### config.mk
export PLATFORM = sky130hd
export DESIGN_NAME = dbus_io_bridge_flat
export DESIGN_NICKNAME = d
export VERILOG_FILES = /design/src/rtl/dbus_io_bridge_if.sv /design/src/rtl/dbus_io_bridge.sv /design/src/flat_wrapper.sv
export SDC_FILE = /design/constraint.sdc
export NUM_CORES = 1
export LEC_CHECK = 0
export ABC_AREA = 1
export CELL_PAD_IN_SITES_DETAIL_PLACEMENT = 1
export CELL_PAD_IN_SITES_GLOBAL_PLACEMENT = 2
export CORE_AREA = 5 5 162 164
export CTS_BUF_LIST = sky130_fd_sc_hd__clkbuf_8
export DETAILED_ROUTE_END_ITERATION = 16
export DIE_AREA = 0 0 167 169
export GPL_TIMING_DRIVEN = 1
export PLACE_DENSITY_LB_ADDON = 0.1
export SETUP_SLACK_MARGIN = 0.1
export SLEW_MARGIN = 20
export SYNTH_ARGS = -nofsm -noshare
export SYNTH_HDL_FRONTEND = slang
export SYNTH_SLANG_ARGS = --single-unit
### constraint.sdc
create_clock -name clk -period 2.79 [get_ports clk]
set_input_delay 0.4185 -clock clk [delete_from_list [all_inputs] [get_ports clk]]
set_output_delay 0.4185 -clock clk [all_outputs]
set_load 0.01 [all_outputs]
### src/rtl/dbus_io_bridge_if.sv
// Processor data-port bundle between the multicycle core and the bus bridge.
// The bridge only drives dReadData back to the core.
interface dbus_io_bridge_if;
  logic [31:0] dAddress;
  logic        MemRead;
  logic        MemWrite;
  logic [31:0] dWriteData;
  logic [31:0] dReadData;

  modport master (
    output dAddress,
    output MemRead,
    output MemWrite,
    output dWriteData,
    input  dReadData
  );

  modport slave (
    input  dAddress,
    input  MemRead,
    input  MemWrite,
    input  dWriteData,
    output dReadData
  );
endinterface

### src/rtl/dbus_io_bridge.sv
// Routes processor data accesses to data memory or I/O, returns read data two
// edges after MemRead, and keeps a sticky record of the first illegal access.
module dbus_io_bridge #(
  parameter logic [31:0] DATA_START_ADDRESS = 32'h00002000,
  parameter logic [31:0] DATA_END_ADDRESS   = 32'h00003FFF,
  parameter logic [31:0] IO_BASE            = 32'h00007F00,
  parameter logic [31:0] IO_MASK            = 32'hFFFFFF00
) (
  input  logic                  clk,
  input  logic                  rst,
  dbus_io_bridge_if.slave       bus,
  output logic                  mem_write,
  input  logic [31:0]           mem_read_data,
  output logic [31:0]           io_address,
  output logic                  io_memory_read,
  output logic                  io_memory_write,
  output logic [31:0]           io_write_data,
  input  logic [31:0]           io_read_data,
  input  logic                  valid_io_read,
  input  logic                  err_clr,
  output logic                  bus_error,
  output logic [1:0]            err_code,
  output logic [31:0]           err_addr,
  output logic [15:0]           io_access_count
);

  typedef enum logic [1:0] {StIdle, StRdMem, StRdIo, StRdErr} state_e;

  state_e      state_q, state_d;
  logic [31:0] rdata_q, rdata_d;
  logic [31:0] io_q, io_d;
  logic        bus_error_q, bus_error_d;
  logic [1:0]  err_code_q, err_code_d;
  logic [31:0] err_addr_q, err_addr_d;
  logic [15:0] count_q, count_d;

  logic       mem_hit, io_hit, misaligned, one_strobe, any_strobe, legal, new_err;
  logic [1:0] new_code;

  // Decode; memory wins if both regions ever overlap.
  always_comb begin
    mem_hit    = (bus.dAddress >= DATA_START_ADDRESS) && (bus.dAddress <= DATA_END_ADDRESS);
    io_hit     = ((bus.dAddress & IO_MASK) == IO_BASE) && !mem_hit;
    misaligned = bus.dAddress[1:0] != 2'b00;
    one_strobe = bus.MemRead ^ bus.MemWrite;
    any_strobe = bus.MemRead | bus.MemWrite;
    legal      = one_strobe && (mem_hit || io_hit) && !misaligned;
    new_err    = any_strobe && !legal;
    if (bus.MemRead && bus.MemWrite) begin
      new_code = 2'd3;
    end else if (misaligned) begin
      new_code = 2'd2;
    end else begin
      new_code = 2'd1;
    end
  end

  // Strobes are forced low while reset is held.
  assign mem_write       = rst && bus.MemWrite && legal && mem_hit;
  assign io_memory_write = rst && bus.MemWrite && legal && io_hit;
  assign io_memory_read  = rst && bus.MemRead  && legal && io_hit;
  assign io_address      = bus.dAddress;
  assign io_write_data   = bus.dWriteData;
  assign bus.dReadData   = rdata_q;
  assign bus_error       = bus_error_q;
  assign err_code        = err_code_q;
  assign err_addr        = err_addr_q;
  assign io_access_count = count_q;

  always_ff @(posedge clk or negedge rst) begin
    if (!rst) begin
      state_q <= StIdle;
    end else begin
      state_q <= state_d;
    end
  end

  // A new MemRead is accepted in any state, giving back-to-back reads.
  always_comb begin
    state_d = StIdle;
    if (bus.MemRead) begin
      if (legal && mem_hit) begin
        state_d = StRdMem;
      end else if (legal && io_hit) begin
        state_d = StRdIo;
      end else begin
        state_d = StRdErr;
      end
    end
  end

  always_comb begin
    rdata_d = rdata_q;
    unique case (state_q)
      StRdMem: rdata_d = mem_read_data;
      StRdIo:  rdata_d = io_q;
      StRdErr: rdata_d = 32'h0;
      default: rdata_d = rdata_q;
    endcase
  end

  always_comb begin
    io_d = io_q;
    if (bus.MemRead && legal && io_hit) begin
      io_d = valid_io_read ? io_read_data : 32'h0;
    end
  end

  // A coincident clear lets the new error take the freed record.
  always_comb begin
    bus_error_d = bus_error_q;
    err_code_d  = err_code_q;
    err_addr_d  = err_addr_q;
    if (err_clr) begin
      bus_error_d = 1'b0;
      err_code_d  = 2'd0;
      err_addr_d  = 32'h0;
    end
    if (new_err && (!bus_error_q || err_clr)) begin
      bus_error_d = 1'b1;
      err_code_d  = new_code;
      err_addr_d  = bus.dAddress;
    end
  end

  always_comb begin
    count_d = count_q;
    if (io_memory_read || io_memory_write) begin
      count_d = count_q + 16'd1;
    end
  end

  always_ff @(posedge clk or negedge rst) begin
    if (!rst) begin
      rdata_q     <= 32'h0;
      io_q        <= 32'h0;
      bus_error_q <= 1'b0;
      err_code_q  <= 2'd0;
      err_addr_q  <= 32'h0;
      count_q     <= 16'h0;
    end else begin
      rdata_q     <= rdata_d;
      io_q        <= io_d;
      bus_error_q <= bus_error_d;
      err_code_q  <= err_code_d;
      err_addr_q  <= err_addr_d;
      count_q     <= count_d;
    end
  end

endmodule

### src/flat_wrapper.sv
// flat-port wrapper written by rule: the top's interface ports become plain ports
module dbus_io_bridge_flat 
#(
  parameter logic [31:0] DATA_START_ADDRESS = 32'h00002000,
  parameter logic [31:0] DATA_END_ADDRESS   = 32'h00003FFF,
  parameter logic [31:0] IO_BASE            = 32'h00007F00,
  parameter logic [31:0] IO_MASK            = 32'hFFFFFF00
)
  (clk, rst, mem_write, mem_read_data, io_address, io_memory_read, io_memory_write, io_write_data, io_read_data, valid_io_read, err_clr, bus_error, err_code, err_addr, io_access_count, bus_dAddress, bus_MemRead, bus_MemWrite, bus_dWriteData, bus_dReadData);
  dbus_io_bridge_if bus_i ();
  input  logic clk;
  input  logic rst;
  output logic mem_write;
  input  logic [31:0] mem_read_data;
  output logic [31:0] io_address;
  output logic io_memory_read;
  output logic io_memory_write;
  output logic [31:0] io_write_data;
  input  logic [31:0] io_read_data;
  input  logic valid_io_read;
  input  logic err_clr;
  output logic bus_error;
  output logic [1:0] err_code;
  output logic [31:0] err_addr;
  output logic [15:0] io_access_count;
  input wire logic [$bits(bus_i.dAddress)-1:0] bus_dAddress;
  input wire logic [$bits(bus_i.MemRead)-1:0] bus_MemRead;
  input wire logic [$bits(bus_i.MemWrite)-1:0] bus_MemWrite;
  input wire logic [$bits(bus_i.dWriteData)-1:0] bus_dWriteData;
  output wire logic [$bits(bus_i.dReadData)-1:0] bus_dReadData;
  assign bus_i.dAddress = bus_dAddress;
  assign bus_i.MemRead = bus_MemRead;
  assign bus_i.MemWrite = bus_MemWrite;
  assign bus_i.dWriteData = bus_dWriteData;
  assign bus_dReadData = bus_i.dReadData;
  dbus_io_bridge #(.DATA_START_ADDRESS(DATA_START_ADDRESS), .DATA_END_ADDRESS(DATA_END_ADDRESS), .IO_BASE(IO_BASE), .IO_MASK(IO_MASK)) u_core (.clk(clk), .rst(rst), .bus(bus_i), .mem_write(mem_write), .mem_read_data(mem_read_data), .io_address(io_address), .io_memory_read(io_memory_read), .io_memory_write(io_memory_write), .io_write_data(io_write_data), .io_read_data(io_read_data), .valid_io_read(valid_io_read), .err_clr(err_clr), .bus_error(bus_error), .err_code(err_code), .err_addr(err_addr), .io_access_count(io_access_count));
endmodule
* After elaboration in Yosys (flattened, before gate mapping) *
Index checks and enable logic that the tools add are counted.

storage, ports and cells
  register bits = 117
  bits in latches = 0
  RAM bits = 0
  memory bits (read-only) = 0
  bits of input ports = 134
  memories = 0

operators by class
  add/subtract/negate cells = 1
  multiply operators = 0
  divide/modulo/power cells = 0
  $lt $le $gt $ge = 2
  eq/ne operators = 4
  shift-type cells = 0
  multiplexer cells = 13
  bitwise logic cells = 2
  reductions and logical operators = 28

operators by type and width
  cell                                                                     number
  32-bit 2-to-1 mux                                                        3
  32-bit case mux with 3 select lines                                      1
  32-bit by 14-bit >= comparator with 1-bit output, second input constant  1
  32-bit by 14-bit <= comparator with 1-bit output, second input constant  1
  24-bit by 7-bit equality test with 1-bit output, second input constant   1
  1-bit logical AND                                                        18
  16-bit by 1-bit adder with 16-bit output, second input constant          1
  2-bit 2-to-1 mux                                                         6
  2-bit equality test, second input constant                               2
  1-bit logical NOT                                                        4
  2-bit nonzero test                                                       2
  1-bit logical OR                                                         3
  1-bit 2-to-1 mux                                                         3
  3-bit nonzero test                                                       1
  2-bit by 1-bit equality test with 1-bit output, second input constant    1
  1-bit OR                                                                 1
  1-bit bitwise XOR                                                        1

* Longest topological paths before layout *
  depth after elaboration = 11
  depth in mapped cells = 12
  gate-level depth less buffers = 11

* Worst setup path after synthesis *
No wires, ideal clock.

  path type = input-to-output
  start point = in bus_MemRead
  end point = out mem_write
  data arrival time = 1.692 ns
  required time = 2.372 ns
  setup slack = 0.680 ns
  stages on the path = 7
  buffers on the path = 1
  cells stage by stage = inv_2 -> clkbuf_1 -> ha_1 -> inv_1 -> nor2_4 -> o21ai_0 -> nor4_1

between the ends
  longest elaborated chain between the ends = 5

RTL lines
  element                          line                  text
  start, declared                  flat_wrapper.sv:27    input wire logic [$bits(bus_i.MemRead)-1:0] bus_MemRead;
  1-bit bitwise XOR                dbus_io_bridge.sv:45  one_strobe = bus.MemRead ^ bus.MemWrite;
  1-bit logical AND (2 in series)  dbus_io_bridge.sv:47  legal = one_strobe && (mem_hit || io_hit) && !misaligned;
  1-bit logical AND (2 in series)  dbus_io_bridge.sv:59  assign mem_write = rst && bus.MemWrite && legal && mem_hit;
  end, declared                    flat_wrapper.sv:13    output logic mem_write;

No other way between the ends.

* Final worst setup path *
  start point = in bus_dAddress[21]
  end point = reg u_core.err_addr_q[18] (netlist: u_core.err_addr[18])

between the ends
  longest elaborated chain between the ends = 11
  elaborated cells on any way between the ends = 14
  those cells by class = order compare (2); eq/ne (1); mux (1); reduce/logical (10)

RTL lines
  element                                                                                                               line                   text
  start, declared                                                                                                       flat_wrapper.sv:26     input wire logic [$bits(bus_i.dAddress)-1:0] bus_dAddress;
  32-bit by 14-bit >= comparator with 1-bit output or 32-bit by 14-bit <= comparator with 1-bit output (tied branches)  dbus_io_bridge.sv:42   mem_hit = (bus.dAddress >= DATA_START_ADDRESS) && (bus.dAddress <= DATA_END_ADDRESS);
  1-bit logical AND                                                                                                     dbus_io_bridge.sv:42
  1-bit logical NOT                                                                                                     dbus_io_bridge.sv:43   io_hit = ((bus.dAddress & IO_MASK) == IO_BASE) && !mem_hit;
  1-bit logical AND                                                                                                     dbus_io_bridge.sv:43
  1-bit logical OR (*)                                                                                                  dbus_io_bridge.sv:47
  1-bit logical AND (*) (2 in series)                                                                                   dbus_io_bridge.sv:47
  1-bit logical NOT (*)                                                                                                 dbus_io_bridge.sv:48   new_err = any_strobe && !legal;
  1-bit logical AND (*)                                                                                                 dbus_io_bridge.sv:48
  1-bit logical AND (*)                                                                                                 dbus_io_bridge.sv:119  if (new_err && (!bus_error_q || err_clr)) begin
  32-bit 2-to-1 mux or 2-bit nonzero test (tied branches)                                                               -
  end signal, assigned                                                                                                  dbus_io_bridge.sv:146  err_addr_q <= err_addr_d;
  end, declared                                                                                                         dbus_io_bridge.sv:34   logic [31:0] err_addr_q, err_addr_d;

Every way passes the cells marked *; elsewhere a longest branch is shown, timed or not.
A chain may end at the register's enable or synchronous reset.

==> impl_metrics.py <==
metrics = {
    "sta": {
        "holdWs_ns": 0.4621,
        "fin_crit_sh_pct": 90.03,
        "worst_slew_pin_slew_ns": 0.8738,
        "finalHoldViolCount": 0,
        "setup_viol": 0,
        "fmax_mhz": 398.1,
        "fin_tns_setup_ns": 0,
        "skew_ns": 0.01716,
        "rsz0062_at_grt": "false",
        "drv_slew": 0,
        "slew_headroom_pct": 41.75,
        "finalCriticalPeriod_ns": 2.512,
    },
    "placement": {
        "gp_congestion": 0.7678,
        "dp_hpwl_mm": 15.53,
        "place_inst": 1213,
        "io_buffers": 219,
    },
    "synth": {
        "synth_edf_count": 0,
        "synth_ff_type": "dfrtp_1",
        "synth_top_area_share_pct": 48.42,
        "synth_cell_types": 31,
        "ys_ff_latch": 117,
        "syn_avg_cell_area_um2": 8.352,
        "async_reset_ff_share_pct": 100.0,
        "netlist.top_cell.by_area": "dfrtp_1",
        "seq_area_frac_synth_pct": 48.42,
        "yosysWarnings": 0,
        "synth_cells": 724,
        "syn-cell-area_um2": 6047,
        "synthTopCellsByArea": "dfrtp_1, nand2_1, nand3_1, buf_4, inv_1",
        "syn_nets": 861,
    },
    "flow_run": {
        "cap_viol_max_count": 0,
    },
    "floorplan": {
        "die_h_um": 169,
        "core_area_um2": 24750,
        "start_util_pct": 24.44,
        "dieArea_um2": 28220,
        "die_w_um": 167,
        "rows": 58,
        "pin_count": 284,
    },
    "global_route": {
        "grt_overflow_total": 0,
        "grt_pass1_vias": 6262,
        "gr-usage-all-layers_pct": 15.16,
        "antenna_found_initial": 0,
        "grt_pass1_wl_mm": 34.44,
        "grt_max_degree": 65,
    },
    "worst_hold_path": {
        "hold_class": "input port to async pin",
    },
    "setup_path": {
        "worstPathRequired_ns": 3.11,
        "crit_chain": "clkdlybuf4s50_1 -> nor2_1 -> nand2_1 -> nor2_2 -> nand2_2 -> nor2_8 -> buf_4 -> buf_4 -> o21ai_4 -> nand3_4 -> nand3_1 -> nand2_1",
        "crit_slowest_cell": "clkdlybuf4s50_1",
        "path_class": "input port to flip-flop",
        "startpoint_type": "input port",
        "endpoint_kind": "flip-flop",
        "r2r_end": "u_core.io_access_count[14]$_DFFE_PN0P_",
        "ff2ff_setup_slack_ns": 0.84,
        "reg2reg_depth": 10,
        "path_max_fanout": 35,
        "path_buf_inv": 3,
        "critPathLaunch": "bus_dAddress[21]",
        "cp.arrival_ns": 2.83,
        "cp_top_family": "simple AND/OR/NAND/NOR gates",
        "worstReg2RegStart": "u_core.io_access_count[0]$_DFFE_PN0P_",
        "slowest_delay_ns": 0.50,
    },
    "layout": {
        "mostFrequentLayoutCell": "clkdlybuf4s50_1",
        "syn_to_final_growth_pct": 45.77,
        "final_cells": 1247,
        "fin_util_pct": 35.62,
        "drive_above_1_share_pct": 11.12,
        "final_net_count": 1041,
        "antenna_cells": 0,
        "most-common-layout-cells": "clkdlybuf4s50_1, nand2_1, nand3_1",
    },
    "clock_network": {
        "clock_path_buffers": 2,
        "clkLatencyLatePin_ns": 0.44,
        "cts_made_buffers": 17,
        "cts.sinks": 117,
        "cts_tree": "built",
        "path_clk_slew_ns": 0.08,
        "cts.root.buffer_cell": "clkbuf_8",
        "htree_levels": 4,
    },
    "power": {
        "p_per_area_nw_per_um2": 498.7,
        "p_leak_nw": 4.108,
        "total_power_mw": 4.396,
        "ir_drop_mv": 0.2418,
    },
    "routing": {
        "drt-pass1-iter-count": 4,
        "routed_via_density": 4.531,
        "vias": 5650,
        "drt_iter0_markers": 279,
        "drcViolationCount": 0,
        "drt-total-wl_mm": 21.34,
        "postRouteAntennaNets": 0,
        "post_drt_wl_per_cell_um": 17.12,
    },
    "status": {
        "status": "finished clean",
    },
}
metrics by stage:
stage | setup WS (ns) | cell area [µm²]
after floorplan | 0.6798 | 6047
after global placement | -0.1379 | 8346
after detailed placement | -0.2151 | 8346
after CTS | 0.1202 | 8818
after global routing | 0.1103 | 8815
final | 0.2782 | 8815
synthesized netlist by cell type, types with 2 or more instances:
cell type,n
nor2_4,2
clkbuf_1,31
buf_6,2
o211ai_1,32
a21oi_1,2
o21ai_0,33
nand2_2,7
inv_1,71
nand3_1,118
nor3_1,2
buf_1,3
dfrtp_1,117
clkinv_1,2
buf_4,68
nor2_1,20
buf_2,3
nand2_1,158
ha_1,3
nor3_2,2
nand4_1,37
worst max path at each step:
stage / end / cells past startpoint
finish: u_core.err_addr[18]$_DFFE_PN0P_ / 12
global route: mem_write / 10
global placement: u_core.err_addr[31]$_DFFE_PN0P_ / 12
detailed placement: u_core.err_addr[18]$_DFFE_PN0P_ / 12
CTS: mem_write / 10
floorplan: mem_write / 7
state kept, by name, summed over array words and instances, names as in the netlist:
signal                  count
u_core.err_addr            32
u_core.bus_error            1
u_core.err_code             2
u_core.state_q              2
u_core.io_q                32
u_core.io_access_count     16
u_core.bus.dReadData       32
layer usage:
metal | GRT usage (%) | up-vias | part of all wire, %
met3 | 4.274 | 21 | 6.1
met1 | 18.95 | 2780 | 44
met2 | 25.82 | 165 | 49
met5 | 0 | - | 0
met4 | 4.091 | 0 | 1.2
li1 | - | 2684 | -
cells by family (layout without fill, tap and decap cells):
group	Yosys count	count (layout)	share of synthesized area, %
flops	117	117	48.42
xor+xnor	1	1	0.1449
fa+ha+maj	3	3	0.6208
simple gates	354	354	27.91
buf+inv	181	374	15.77
compound gates	68	68	7.139
cell type report:
| class | instances | area, µm² |
|---|---|---|
| sequential | 117 | 2928 |
| tap | 330 | 412.9 |
| timing repair buffer | 268 | 2569 |
| multi-input combinational | 426 | 2171 |
| fill | 2917 | 15930 |
| inverter | 74 | 277.8 |
| clock inverter | 14 | 209.0 |
| clock buffer | 18 | 247.7 |
power by group:
part / switching (mW) / internal (mW)
Combinational: 0.350 / 0.396
Clock: 0.739 / 1.08
Sequential: 0.0514 / 1.78
Total: 1.14 / 3.26
repair_timing:
item	CTS	global route
hold endpoints to repair	15	0
endpoints found under the setup margin	3	1
hold buffers	1	0
buffers inserted	1	0
pin swaps	1	0
gates cloned	0	0
gates resized for setup	4	4
No activity file was read; power rests on OpenSTA's default activity.
